## config.mk

```make
export PLATFORM = sky130hd
export DESIGN_NAME = imem_responder_flat
export DESIGN_NICKNAME = d
export VERILOG_FILES = /design/src/rtl/imem_responder_if.sv /design/src/rtl/imem_responder.sv /design/src/flat_wrapper.sv
export SDC_FILE = /design/constraint.sdc
export NUM_CORES = 1
export LEC_CHECK = 0
export BUFFER_PORTS_ARGS = -buffer_cell sky130_fd_sc_hd__buf_4
export CORE_MARGIN = 5
export CORE_UTILIZATION = 46
export CTS_CLUSTER_DIAMETER = 80
export DETAILED_ROUTE_END_ITERATION = 16
export GPL_TIMING_DRIVEN = 0
export PLACE_DENSITY = 0.82
export SLEW_MARGIN = 20
export SYNTH_ARGS = -nofsm -noshare
export SYNTH_HDL_FRONTEND = slang
export SYNTH_SLANG_ARGS = --single-unit
```

## constraint.sdc

```tcl
create_clock -name clock -period 2.55 [get_ports clock]
set_input_delay 0.3825 -clock clock [delete_from_list [all_inputs] [get_ports clock]]
set_output_delay 0.3825 -clock clock [all_outputs]
set_load 0.05 [all_outputs]
```

## src/rtl/imem_responder_if.sv

```systemverilog
// Fetch-side instruction request bundle and the interface that carries it.
// Ports: imem_in (fetch request), imem_out (response); master = fetch, slave = responder.
package imem_pkg;

    typedef struct packed {
        logic        mem_valid;
        logic        mem_fence;
        logic        mem_spec;
        logic        mem_instr;
        logic [31:0] mem_addr;
        logic [31:0] mem_wdata;
        logic [3:0]  mem_wstrb;
    } mem_in_type;

    typedef struct packed {
        logic        mem_ready;
        logic [31:0] mem_rdata;
    } mem_out_type;

endpackage

interface imem_responder_if;
    import imem_pkg::*;

    mem_in_type  imem_in;
    mem_out_type imem_out;

    modport master (
        output imem_in,
        input  imem_out
    );

    modport slave (
        input  imem_in,
        output imem_out
    );

endinterface

```

## src/rtl/imem_responder.sv

```systemverilog
// Instruction-memory responder: one fetch at a time to a variable-latency backing port,
// dropping stale data on spec/fence/clear. Ports: clock, reset (sync, active-low),
// imem (slave: request in / response out), bmem_valid/addr out, bmem_ready/rdata in.
module imem_responder
    import imem_pkg::*;
(
    input  logic              clock,
    input  logic              reset,
    imem_responder_if.slave   imem,
    output logic              bmem_valid,
    output logic [31:0]       bmem_addr,
    input  logic              bmem_ready,
    input  logic [31:0]       bmem_rdata
);

    typedef enum logic [1:0] {
        IDLE,
        BUSY,
        DROP
    } state_t;

    state_t      state;
    logic [31:0] addr;
    logic        pend;
    logic [31:0] pend_addr;

    logic        legal;
    logic        kill;
    logic        respond;
    logic        nxt_pend;
    logic [31:0] nxt_pend_addr;

    // Write data is never used by an instruction port.
    logic unused_wdata;
    assign unused_wdata = ^imem.imem_in.mem_wdata;

    always_comb begin
        legal = imem.imem_in.mem_valid
              & imem.imem_in.mem_instr
              & (imem.imem_in.mem_wstrb == 4'h0);
        kill  = ~imem.imem_in.mem_valid
              | imem.imem_in.mem_spec
              | imem.imem_in.mem_fence;
        respond = (state == BUSY) & bmem_ready & ~kill;
        // A redirect seen while an access is outstanding replaces
        // whatever was queued before; the latest one wins.
        nxt_pend      = pend;
        nxt_pend_addr = pend_addr;
        if (kill) begin
            nxt_pend = legal;
            if (legal) begin
                nxt_pend_addr = imem.imem_in.mem_addr;
            end
        end
    end

    // Backing side depends only on registered state.
    assign bmem_valid = (state != IDLE);
    assign bmem_addr  = bmem_valid ? addr : 32'h0;

    assign imem.imem_out.mem_ready = respond;
    assign imem.imem_out.mem_rdata = respond ? bmem_rdata : 32'h0;

    always_ff @(posedge clock) begin
        if (!reset) begin
            state     <= IDLE;
            addr      <= 32'h0;
            pend      <= 1'b0;
            pend_addr <= 32'h0;
        end else begin
            unique case (state)
                IDLE: begin
                    if (legal) begin
                        addr  <= imem.imem_in.mem_addr;
                        state <= BUSY;
                    end
                end
                BUSY: begin
                    if (bmem_ready) begin
                        if (kill && legal) begin
                            // Slot just freed: start the redirect now.
                            addr <= imem.imem_in.mem_addr;
                        end else begin
                            state <= IDLE;
                        end
                    end else if (kill) begin
                        // Access in flight cannot be aborted.
                        state <= DROP;
                        pend  <= legal;
                        if (legal) begin
                            pend_addr <= imem.imem_in.mem_addr;
                        end
                    end
                end
                DROP: begin
                    if (bmem_ready) begin
                        pend <= 1'b0;
                        if (nxt_pend) begin
                            addr  <= nxt_pend_addr;
                            state <= BUSY;
                        end else begin
                            state <= IDLE;
                        end
                    end else begin
                        pend      <= nxt_pend;
                        pend_addr <= nxt_pend_addr;
                    end
                end
                default: begin
                    state <= IDLE;
                end
            endcase
        end
    end

endmodule

```

## src/flat_wrapper.sv

```systemverilog
// flat-port wrapper written by rule: the top's interface ports become plain ports
module imem_responder_flat import imem_pkg::*;
  (clock, reset, bmem_valid, bmem_addr, bmem_ready, bmem_rdata, imem_imem_in, imem_imem_out);
  imem_responder_if imem_i ();
  input  logic clock;
  input  logic reset;
  output logic bmem_valid;
  output logic [31:0] bmem_addr;
  input  logic bmem_ready;
  input  logic [31:0] bmem_rdata;
  input wire logic [$bits(imem_i.imem_in)-1:0] imem_imem_in;
  output wire logic [$bits(imem_i.imem_out)-1:0] imem_imem_out;
  assign imem_i.imem_in = imem_imem_in;
  assign imem_imem_out = imem_i.imem_out;
  imem_responder u_core (.clock(clock), .reset(reset), .imem(imem_i), .bmem_valid(bmem_valid), .bmem_addr(bmem_addr), .bmem_ready(bmem_ready), .bmem_rdata(bmem_rdata));
endmodule
```

==> impl_metrics.json, run 1 <==
{
  "grtUsageTotal": 0.231,
  "total_power_mw": 3.96,
  "placed_cell_area_um2": 4680,
  "clockRootBuffer": "clkbuf_8",
  "core_um2": 7330,
  "synth_compound_area_frac": 0.197,
  "drt_iter0_drc": 234,
  "setup_viol_count_final": 0,
  "p_per_area_nw_per_um2": 815,
  "pwr-share-comb": 0.435,
  "outcome": "finished, final reports clean",
  "swShare": 0.384,
  "ir_drop_uv": 466,
  "setup_tns_ns": 0,
  "dr.pass1.iters": 5,
  "grt_setup_unrepaired": "no",
  "synth.top_cells.by_area": "dfxtp_1, a311oi_2, nand2_1",
  "async_flop_share": 0,
  "placed_cells": 678,
  "synth_top_family_by_area": "simple AND/OR/NAND/NOR gates",
  "maxSlewViolCount": 0,
  "synth_common_cells": "nand2_1, dfxtp_1, nor2_1",
  "antenna_found_initial": 0,
  "cts_tree": "yes",
  "start_kind": "flip-flop",
  "hpwl_um": 8610,
  "synth-edff-count": 0,
  "grt_pass1_wl_um": 17900,
  "seq_area_frac_synth": 0.382,
  "die_y_um": 97.3,
  "diodes": 0,
  "hold_viol_final": 0,
  "yosysWarnings": 0,
  "multi_input_area_um2": 1950,
  "critical_path.max_stage_delay_ns": 0.34,
  "cts_resized": 0,
  "post-route-util": 0.662,
  "synthXorXnorAreaFrac": 0,
  "ctsLongestPathBuffers": 2,
  "drive_gt1_frac": 0.334,
  "fin_cells": 694,
  "yosysMostFrequentCell": "nand2_1",
  "syn-num-nets": 550,
  "drv_cap": 0,
  "arrival_ns": 2.02,
  "route.detailed.wl_per_inst_um": 16.1,
  "viasPerCell": 5.35,
  "path_cells": "inv_1 -> ha_1 -> and4_1 -> clkbuf_1 -> and2_1 -> buf_4",
  "io_buffers": 140,
  "period_needed_ns": 2.41,
  "fin_crit_sh": 0.943,
  "grt_max_degree": 11,
  "regArea_um2": 1340,
  "cp.required_ns": 2.17,
  "cts_inserted_buffers": 9,
  "cts-htree-levels": 3,
  "leakage_nw": 1.96,
  "finalWirelength_um": 11200,
  "setup.worst_path.class": "flip-flop to primary output",
  "clk_latency_ns": 0.34,
  "ys_seq_elements": 67,
  "cts_setup_buffers": 0,
  "clk_pin_slew_ns": 0.07,
  "timing.slew.headroom": 0.480,
  "ant_nets": 0,
  "tightest_slew_ns": 0.780,
  "io_pins": 173,
  "skew_ns": 0.00949,
  "die_area_um2": 9470,
  "worstSetupEndpointType": "primary output",
  "via_count": 3711,
  "drcViolationCount": 0,
  "synth_top_cell_area_share": 0.382,
  "synth_fa_ha_area_frac": 0.0143,
  "pwr-share-seq": 0.366,
  "syn_to_final_growth_pct": 38.4,
  "final_area_um2": 4850,
  "synthMuxAreaShare": 0.00285,
  "die_w_um": 97.3,
  "ys.flop_type": "dfxtp_1",
  "power_frac_clock": 0.199,
  "path_max_fanout": 10,
  "clock_sinks": 67,
  "synthSimpleGateAreaFrac": 0.340,
  "grt_pass1_vias": 3648,
  "yosys.area.top_type": "dfxtp_1",
  "ctsHoldBuffers": 0,
  "p_sw_mw": 1.52,
  "synth_cell_types": 34,
  "nNetsFinal": 701,
  "internal_power_mw": 2.44,
  "synthesis.area_um2": 3510,
  "synth.avg_cell_area_um2": 7.99,
  "max_freq_mhz": 416,
  "syn_inst": 439,
  "initial_utilization": 0.478,
  "crit_slowest_cell": "dfxtp_1",
  "rows": 31,
  "fillers": 625,
  "min_path_type": "input pin to flip-flop",
  "grt.overflow.total": 0,
  "place_congestion": 0.991
}
## power by group through the flow
stage,registers (mW),clock network (mW),logic [mW]
after global placement,1.46,0,1.67
after CTS,1.45,0.801,1.73
after floorplan,1.42,0,1.30
after detailed placement,1.47,0,1.72
after global routing,1.47,0.847,1.86
final,1.45,0.789,1.72
## worst max-delay path: cells and delay by family (launching register included)
kind | cells | cell delay [ns]
fa+ha+maj | 1 | 0.22
flops | 1 | 0.34
buf+inv | 3 | 0.60
simple gates | 2 | 0.54
## routing by layer
| layer | routed length, µm | global-route usage | up-vias |
|---|---|---|---|
| li1 | - | - | 1793 |
| met1 | 3980 | 0.243 | 1703 |
| met2 | 5830 | 0.427 | 195 |
| met3 | 1100 | 0.0696 | 20 |
| met4 | 280 | 0.0916 | 0 |
| met5 | 0 | 0 | - |
## path summary, 6_finish.rpt
kind,startpoint,end,slack (ns),cells past startpoint
setup reg to reg,u_core.state[0]$_SDFFE_PN0P_,u_core.addr[25]$_SDFFE_PN0P_,0.29,10
setup / recovery,u_core.state[1]$_SDFFE_PN0P_,imem_imem_out[13],0.14,6
hold reg to reg,u_core.pend_addr[21]$_SDFFE_PN0P_,u_core.pend_addr[21]$_SDFFE_PN0P_,0.45,2
hold / removal,imem_imem_in[48],u_core.pend_addr[12]$_SDFFE_PN0P_,0.30,3
## flip-flops by register name (all words and copies together), names as in the netlist
register and count:
u_core.addr 32, u_core.pend_addr 32, u_core.state 2, u_core.pend 1
## cell type report
cell class,count,share of cell area
inverter,6,0.00464
clock buffer,14,0.0335
buffer,40,0.0407
clock inverter,2,0.00206
tap,99,0.0255
sequential,67,0.276
timing repair buffer,140,0.216
multi-input combinational,326,0.401
## metrics by stage
stage                     setup WS [ns]  hold WS [ns]
after floorplan                   0.566         0.437
after global placement            0.274         0.442
after detailed placement          0.223         0.447
after CTS                         0.107         0.289
after global routing             0.0219         0.289
final                             0.144         0.298
## cell usage in the layout (no fill, tap or decap), types with 6 or more instances in the layout
cell type and instances:
a21oi_1 33, a311oi_2 28, and2_1 32, buf_4 145
clkbuf_1 30, clkbuf_8 11, dfxtp_1 67, inv_1 6
nand2_1 100, nand3_1 34, nor2_1 36, nor2b_1 32
## kinds of logic (layout without fill, tap and decap cells)
group | Yosys count | count (layout)
muxes | 1 | 1
adders and majority gates | 4 | 4
and+or+nand+nor | 246 | 246
DFF | 67 | 67
buffers and inverters | 46 | 202
AOI/OAI and AO/OA | 75 | 75
No activity file was read; power rests on OpenSTA's default activity.
==> inputs of run 2 (changes only) <==
CORE_ASPECT_RATIO = 0.5   (was not set)
==> impl_metrics.json, run 2 (synthesized netlist as in run 1, its figures left out) <==
{
  "diodes": 0,
  "io_buffers": 140,
  "grtUsageTotal": 0.223,
  "cts_inserted_buffers": 9,
  "clock_sinks": 67,
  "clk_pin_slew_ns": 0.06,
  "die_area_um2": 9580,
  "drt_iter0_drc": 284,
  "path_buf_inv": 3,
  "clockRootBuffer": "clkbuf_16",
  "pwr-share-seq": 0.329,
  "ir_drop_uv": 432,
  "nNetsFinal": 701,
  "drv_cap": 0,
  "drive_gt1_frac": 0.341,
  "via_count": 3642,
  "path_cells": "inv_1 -> ha_1 -> and4_1 -> clkbuf_1 -> and2_1 -> buf_4",
  "die_w_um": 133,
  "final_cell_mix": "buf_4, nand2_1, dfxtp_1",
  "p_per_area_nw_per_um2": 880,
  "cts_setup_buffers": 0,
  "p_sw_mw": 1.59,
  "initial_utilization": 0.475,
  "max_freq_mhz": 425,
  "grt_setup_unrepaired": "no",
  "start_kind": "flip-flop",
  "hold_viol_final": 0,
  "outcome": "finished, final reports clean",
  "ctsLongestPathBuffers": 2,
  "worstSetupEndpointType": "primary output",
  "maxSlewViolCount": 0,
  "cp.required_ns": 2.17,
  "crit_slowest_cell": "dfxtp_1",
  "die_y_um": 71.7,
  "clk_latency_ns": 0.34,
  "drcViolationCount": 0,
  "viasPerCell": 5.27,
  "period_needed_ns": 2.35,
  "finalWirelength_um": 10500,
  "skew_ns": 0.00660,
  "setup_slack_ns": 0.199,
  "grt_pass1_wl_um": 17100,
  "grt.overflow.total": 0,
  "setup.worst_path.class": "flip-flop to primary output",
  "path_max_fanout": 10,
  "rows": 22,
  "reg_top3": "u_core.addr: 32 flops, u_core.pend_addr: 32 flops, u_core.state: 2 flops",
  "syn_to_final_growth_pct": 41.8,
  "cts-htree-levels": 3,
  "hpwl_um": 7800,
  "leakage_nw": 2.01,
  "fin_cells": 691,
  "placed_cells": 675,
  "grt_pass1_vias": 3521,
  "grt_max_degree": 13,
  "final_common_cell": "buf_4",
  "cts_tree": "yes",
  "min_path_type": "input pin to flip-flop",
  "dr.pass1.iters": 5,
  "pre_cts_ws_ns": 0.271,
  "critical_path.max_stage_delay_ns": 0.34,
  "setup_viol_count_final": 0,
  "path_delay_family": "buffers and inverters",
  "arrival_ns": 1.97,
  "io_pins": 173,
  "antenna_found_initial": 0,
  "core_um2": 7380,
  "route.detailed.wl_per_inst_um": 15.2,
  "timing.slew.headroom": 0.507,
  "total_power_mw": 4.38,
  "place_congestion": 0.898,
  "setup_tns_ns": 0,
  "power_frac_clock": 0.279,
  "internal_power_mw": 2.79,
  "tightest_slew_ns": 0.739,
  "pwr-share-comb": 0.392,
  "ant_nets": 0,
  "fin_crit_sh": 0.922,
  "swShare": 0.363,
  "hold_slack_ns": 0.294
}
[run 2: cell types whose count changed in the layout (fill, tap and decap cells not counted), sizes merged]
cell | previous run | this run
clkinvlp | 0 | 2
clkinv | 2 | 4
clkbuf | 41 | 36
bufinv | 0 | 1
[run 2: worst reg2reg max path, cell delays in order (launching register included)]
cell      delay (ns)
dfxtp_1         0.38
inv_1           0.09
ha_1            0.19
clkbuf_1        0.24
nor2_1          0.20
o21bai_1        0.09
nor4b_2         0.28
buf_4           0.24
buf_6           0.17
nor2_1          0.06
a311oi_2        0.24
[run 2: area by class of cell]
type / instances / area, µm²
plain buffers: 40 / 199
clock buffers: 9 / 225
clock inverters: 7 / 68.8
fillers: 635 / 2400
inverters: 6 / 22.5
multi-input cells: 326 / 1950
flip-flops and latches: 67 / 1340
well taps: 96 / 120
repair buffers: 140 / 1050
[run 2: per-stage QoR]
stage,cell area (µm²),util
3_5_place_dp,4680,0.634
3_3_place_gp,4680,0.634
4_1_cts,4970,0.674
6_report,4970,0.674
5_1_grt,4970,0.674
2_1_floorplan,3510,-
[run 2: power groups by stage]
stage | clock, mW | combinational, mW | sequential (mW)
final | 1.22 | 1.72 | 1.44
after global routing | 1.27 | 1.87 | 1.47
after CTS | 1.23 | 1.72 | 1.44
after detailed placement | 0 | 1.71 | 1.46
after global placement | 0 | 1.67 | 1.46
after floorplan | 0 | 1.30 | 1.42
[run 2: repair_timing]
action / in CTS / in global routing
hold buffers: 0 / 0
gates resized for setup: 0 / 2
setup endpoints to repair: 0 / 1
[run 2: path summary, 6_finish.rpt]
| kind | startpoint | endpoint | slack (ns) | cells past startpoint |
|---|---|---|---|---|
| max | u_core.state[1]$_SDFFE_PN0P_ | imem_imem_out[9] | 0.20 | 6 |
| min | reset | u_core.state[0]$_SDFFE_PN0P_ | 0.29 | 3 |
| max reg2reg | u_core.state[0]$_SDFFE_PN0P_ | u_core.addr[26]$_SDFFE_PN0P_ | 0.28 | 10 |
| min reg2reg | u_core.pend_addr[4]$_SDFFE_PN0P_ | u_core.pend_addr[4]$_SDFFE_PN0P_ | 0.46 | 2 |
[run 2: metal layers]
| metal | up-vias | part of all wire | GRT usage |
|---|---|---|---|
| li1 | 1790 | - | - |
| met1 | 1724 | 0.43 | 0.274 |
| met2 | 110 | 0.49 | 0.378 |
| met3 | 18 | 0.056 | 0.0666 |
| met4 | 0 | 0.016 | 0.0775 |
| met5 | - | 0 | 0 |
